$ cat src/rtl/uart_tx_fifo.sv
// ---------------------------------------------------------------------------
// uart_tx_fifo
//   Transmit-side byte FIFO for the UART. Bytes written by the APB register
//   block are queued here and handed to the transmitter, which pops them with
//   an active-low read strobe. Single clock domain.
//
//   Optional feature macro: UART_TX_FIFO_AFULL_EN
//     defined   -> fifo_afull is a registered (fifo_count >= AFULL_LEVEL),
//                  lagging fifo_count by one clock.
//     undefined -> fifo_afull is tied low and no threshold logic is built.
//
// Ports
//   clk          in   system clock, rising edge
//   reset_n      in   asynchronous active-low reset
//   flush        in   synchronous clear, active high, highest priority
//   wr_en        in   write strobe, one byte per cycle
//   wr_data      in   byte to enqueue
//   fifo_read_n  in   read strobe from transmitter, active low
//   fifo_dout    out  registered head byte, valid the cycle after a read
//   fifo_empty   out  no entries stored
//   fifo_full    out  DEPTH entries stored
//   fifo_count   out  occupancy 0..DEPTH
//   overflow     out  sticky: a write was dropped
//   fifo_afull   out  almost-full (see macro above)
// ---------------------------------------------------------------------------
module uart_tx_fifo #(
  parameter int WIDTH       = 8,
  parameter int DEPTH_LOG2  = 4,
  parameter int AFULL_LEVEL = 12
) (
  input  logic                  clk,
  input  logic                  reset_n,
  input  logic                  flush,
  input  logic                  wr_en,
  input  logic [WIDTH-1:0]      wr_data,
  input  logic                  fifo_read_n,
  output logic [WIDTH-1:0]      fifo_dout,
  output logic                  fifo_empty,
  output logic                  fifo_full,
  output logic [DEPTH_LOG2:0]   fifo_count,
  output logic                  overflow,
  output logic                  fifo_afull
);

  localparam int DEPTH = 2 ** DEPTH_LOG2;
  localparam logic [DEPTH_LOG2:0] FULL_CNT = (DEPTH_LOG2 + 1)'(DEPTH);

  if (AFULL_LEVEL < 1 || AFULL_LEVEL > DEPTH) begin : g_bad_afull_level
    $error("uart_tx_fifo: AFULL_LEVEL must be in 1..DEPTH");
  end

  logic [WIDTH-1:0]      mem [DEPTH];
  logic [DEPTH_LOG2-1:0] wr_ptr;
  logic [DEPTH_LOG2-1:0] rd_ptr;
  logic [DEPTH_LOG2:0]   count_q;
  logic [DEPTH_LOG2:0]   count_nxt;
  logic [WIDTH-1:0]      dout_q;
  logic                  ovf_q;
  logic                  rd_acc;
  logic                  wr_acc;

  // Flags decode only the registered count: no path from the strobes.
  assign fifo_empty = (count_q == '0);
  assign fifo_full  = (count_q == FULL_CNT);
  assign fifo_count = count_q;
  assign fifo_dout  = dout_q;
  assign overflow   = ovf_q;

  // A read on empty is ignored; a full FIFO still takes a write when the
  // same cycle frees an entry.
  assign rd_acc = !fifo_read_n && !fifo_empty;
  assign wr_acc = wr_en && (!fifo_full || rd_acc);

  always_comb begin
    count_nxt = count_q;
    if (wr_acc && !rd_acc) begin
      count_nxt = count_q + 1'b1;
    end else if (rd_acc && !wr_acc) begin
      count_nxt = count_q - 1'b1;
    end
  end

  // Storage: not reset, and a write coincident with flush is discarded.
  always_ff @(posedge clk) begin
    if (wr_acc && !flush) begin
      mem[wr_ptr] <= wr_data;
    end
  end

  // Control and output register.
  always_ff @(posedge clk or negedge reset_n) begin
    if (!reset_n) begin
      wr_ptr  <= '0;
      rd_ptr  <= '0;
      count_q <= '0;
      dout_q  <= '0;
      ovf_q   <= 1'b0;
    end else if (flush) begin
      wr_ptr  <= '0;
      rd_ptr  <= '0;
      count_q <= '0;
      dout_q  <= '0;
      ovf_q   <= 1'b0;
    end else begin
      count_q <= count_nxt;
      if (wr_acc) begin
        wr_ptr <= wr_ptr + 1'b1;
      end
      if (rd_acc) begin
        dout_q <= mem[rd_ptr];
        rd_ptr <= rd_ptr + 1'b1;
      end
      if (wr_en && !wr_acc) begin
        ovf_q <= 1'b1;
      end
    end
  end

`ifdef UART_TX_FIFO_AFULL_EN
  localparam logic [DEPTH_LOG2:0] AFULL_CNT = (DEPTH_LOG2 + 1)'(AFULL_LEVEL);
  logic afull_q;

  // Samples the registered count, so it follows fifo_count one clock later.
  always_ff @(posedge clk or negedge reset_n) begin
    if (!reset_n) begin
      afull_q <= 1'b0;
    end else if (flush) begin
      afull_q <= 1'b0;
    end else begin
      afull_q <= (count_q >= AFULL_CNT);
    end
  end

  assign fifo_afull = afull_q;
`else
  assign fifo_afull = 1'b0;
`endif

endmodule
$ cat config.mk
export PLATFORM = sky130hd
export DESIGN_NAME = uart_tx_fifo
export DESIGN_NICKNAME = d
export VERILOG_FILES = /design/src/rtl/uart_tx_fifo.sv
export SDC_FILE = /design/constraint.sdc
export NUM_CORES = 1
export LEC_CHECK = 0
export ABC_AREA = 1
export CORE_UTILIZATION = 45
export CTS_CLUSTER_DIAMETER = 50
export DETAILED_ROUTE_END_ITERATION = 10
export PLACE_DENSITY = 0.64
export RECOVER_POWER = 100
export SYNTH_ARGS = -nofsm -noshare
export SYNTH_HDL_FRONTEND = slang
export SYNTH_SLANG_ARGS = --single-unit
export TNS_END_PERCENT = 1
$ cat constraint.sdc
create_clock -name clk -period 2.2 [get_ports clk]
set_clock_uncertainty 0.2 [all_clocks]
set_input_delay 0.22 -clock clk [delete_from_list [all_inputs] [get_ports clk]]
set_output_delay 0.22 -clock clk [all_outputs]
set_load 0.005 [all_outputs]
==> results <==
- The run finished with clean final reports.
- The maximum fanout along the worst path is 3.
- Summing the sequential cell areas from Yosys gives 67.11% of the chip area.
- The capturing element type of the critical path is a primary output.
- The path class of the lowest-slack min-delay path is flip-flop to flip-flop.
- The clock tree from TritonCTS is built.
- The initial antenna violation count was 0.
- Of the cells placed in the final design, the portion with a size suffix greater than 1 is 12.70%.
- The tree built by TritonCTS fans out to 150 sinks.
- The worst-case IR drop observed on VDD is 0.6492 mV.
- The first detailed-routing pass took 4 iterations.
- The number of routed nets with antenna violations is 0.
- The initial cell density of the core is 46.63%.
- The flip-flop cell with the highest count after synthesis is edfxtp_1.
- The netlist area before placement is 6548 µm².
- After synthesis, the cell types taking the most area are edfxtp_1, nand2_1, dfrtp_1, nand3_1, nor2_1.
- The number of global-route vias before repair is 4,308.
- The switching power is 2576 µW.
- The total overflow left after global routing is 0.
- The filler cell count is 1,194.
- The die area is 15,040 µm².
- The total core area is 14,040 µm².
- In this run the deepest clock path goes through 2 buffers.
- During I/O placement, the number of pins put on the boundary was 30.
- The global-route layer with the greatest usage is met2.
- Across all hold checks on the routed design, the worst slack comes to 284.4 ps.
- The global placement routability congestion is 0.8756.
- The vertical extent of the die is 122.6 µm.
- The worst path needs 2142 ps of the cycle, external delays included.
- Setup repair after global routing could not meet its margin everywhere.
- The clock tree synthesis step divided the H-tree into 4 levels.
- For this run, the post-layout net count is 688.
- The initialized floorplan defines 43 standard-cell rows.
- The mean post-synth cell area is 10.86 µm².
- The residual DRC count is 0.
- Entering global routing, the biggest net connects 83 pins.
- The leading area contributor after synthesis is edfxtp_1.
- The number of distinct library cell variants in the gate-level netlist after synthesis is 30.
- The clock network fraction of design power is 33.4%.
- The power density normalized to cell area is 1081 nW/µm².
- The max-slew violation total from the final report came to 0.
- The total wirelength of the detailed-routed design is 14,710 µm.
- The post-synthesis net count is 626.
- The x dimension of the die is 122.6 µm.
- Relative to the synthesized area, the layout overhead comes to 19.42%.
- Combinational cells account for 27.1% of the total power.
- The worst setup path is launched from a flip-flop.
- The internal power is 5879 µW.
- Summed over all nets, the half-perimeter wirelength after detailed placement is 9453 µm.
- The tree is rooted in a clkbuf_16.
- Using the TritonRoute via totals, the vias-per-cell ratio works out to 5.202.
- The worst path meets setup with 58.23 ps of slack.
- The required time reported for the critical path endpoint is 1780 ps.
- The clock edge transition at the registers on the reported setup and hold paths is 50 ps.
- The category of the most critical setup path is flip-flop to primary output.
- Global routing used 4.693% of the available met3 tracks.
- The first-pass GRT wire length is 22,670 µm.
- The number of standard cells after synthesis is 603.
- The number of antenna repair diodes is 0.
- The pin slew with the least headroom to its limit is 723.0 ps.
- The pre-CTS setup slack is -0.7621 ps.
- The number of warnings reported in the yosys synthesis log is 0.
- Setup violations remaining at the end of the flow were counted as 0.
- Net switching is 30.46% of the power.
- Clock tree synthesis inserted a total of 17 buffers.
- Power comes to 8455 µW.
- Yosys mapped a number of flops with a built-in enable equal to 128.
- The met2 global-route usage is 32.83%.
- In this run, flip-flops and latches consume 39.5% of the power.
- The async set-reset flop share out of synthesis is 14.67%.
- The worst path uses 97.35% of the clock period.
- The accumulated negative setup slack is 0 ps.
- The via count of the routed design is 4,458.
- The detailed router finished its first iteration with 401 violations.
- The top cell types in the final layout, fill and taps aside, are nand2_1, edfxtp_1, nand3_1, nor2_1, inv_1.
- The average detailed-routed wire length per instance is 17.16 µm.
- Once layout is complete, the utilization of the core stands at 55.68%.
- The met1 usage is 28.03%.
- The top-area cell type share of the netlist area is 58.70%.
- Clock latency on the worst-skew pair, taken at its later pin, is 420 ps.
- Leaving out fill and tap cells, the most frequent cell in the layout is nand2_1.
- The number of endpoints with negative hold slack in the final report is 0.
- Based on the critical path, the design can be clocked at up to 466.9 MHz.
- The leakage dissipation is 0.003146 µW.
- For this run, the total global-route usage over all layers was measured as 20.92%.
- Port buffering added 28 buffers.
- The worst endpoint data arrival time is 1720 ps.
- The headroom to the max-slew limit is 51.64%.
- The post-synthesis register bit count is 150.
- The max-capacitance violation count is 0.
final cells by class:
type	count	area [µm²]	area share, %
clock buffers	19	432.9	5.537
clock inverters	12	136.4	1.744
inverters	45	173.9	2.224
multi-input cells	385	1858	23.76
flip-flops and latches	150	4398	56.25
well taps	180	225.2	2.880
repair buffers	66	594.3	7.601
flip-flops by register name, summed over array words and instances, names as in the netlist:
register    count
overflow        1
mem           128
fifo_dout       8
rd_ptr          4
wr_ptr          4
fifo_count      5
timing repair:
action                                  in CTS  in global routing
setup buffers                                0                  4
hold endpoints to repair                    22                  0
endpoints found under the setup margin       0                  3
hold buffers                                 1                  0
resized for setup                            0                  9
synthesized netlist by cell type, drive strengths merged, types with 2 or more instances:
cell      n
clkinv    2
edfxtp  128
ha        9
nor2     62
xor2      2
nand2   194
a21oi     8
buf      22
dfrtp    22
inv      43
o211ai    8
o21ai    23
nand3    75
per-layer routing:
layer	vias up	wire length, µm
met5	-	0
met4	0	354
met3	30	649
met2	100	7190
met1	2181	6511
li1	2147	-
worst max-delay path, stage by stage, from the launching register on:
cell and delay (ps):
dfrtp_1 400, nor2_4 160, nand3_2 160, inv_1 90
clkdlybuf4s50_1 490
kinds of logic after synthesis:
group,synth area share [%]
AO/OA/AOI/OAI,3.459
AND/OR/NAND/NOR,21.75
XOR/XNOR,0.4014
flip-flops,67.11
other,0.05727
adder cells (fa/ha/maj),2.026
buffers and inverters,5.198
per-stage QoR:
stage | instance area (µm²) | std cells
after floorplan | 6548 | 603
after global placement | 7161 | 821
after detailed placement | 7161 | 821
after CTS | 7740 | 853
after global routing | 7819 | 857
final | 7819 | 857
worst paths after layout:
| check | endpoint | from | slack, ps | cells after the start |
|---|---|---|---|---|
| worst max register to register | fifo_count[2] | fifo_count[4] | 90 | 10 |
| worst max-delay path | fifo_full | fifo_count[1] | 60 | 4 |
| worst min register to register | fifo_dout[2] | fifo_dout[2] | 280 | 2 |
| min in group asynchronous | fifo_dout[6] | reset_n | 660 | 3 |
| worst min-delay path | fifo_dout[2] | fifo_dout[2] | 280 | 2 |
| max in group asynchronous | fifo_count[3] | reset_n | 710 | 3 |
power groups by stage:
stage	registers, µW	logic (µW)	clock network, µW
3_5_place_dp	3390	2180	0
4_1_cts	3340	2190	2870
3_3_place_gp	3390	2130	0
2_1_floorplan	3380	1400	0
5_1_grt	3350	2550	2970
6_report	3340	2290	2820
(Power assumes the default switching activity.)
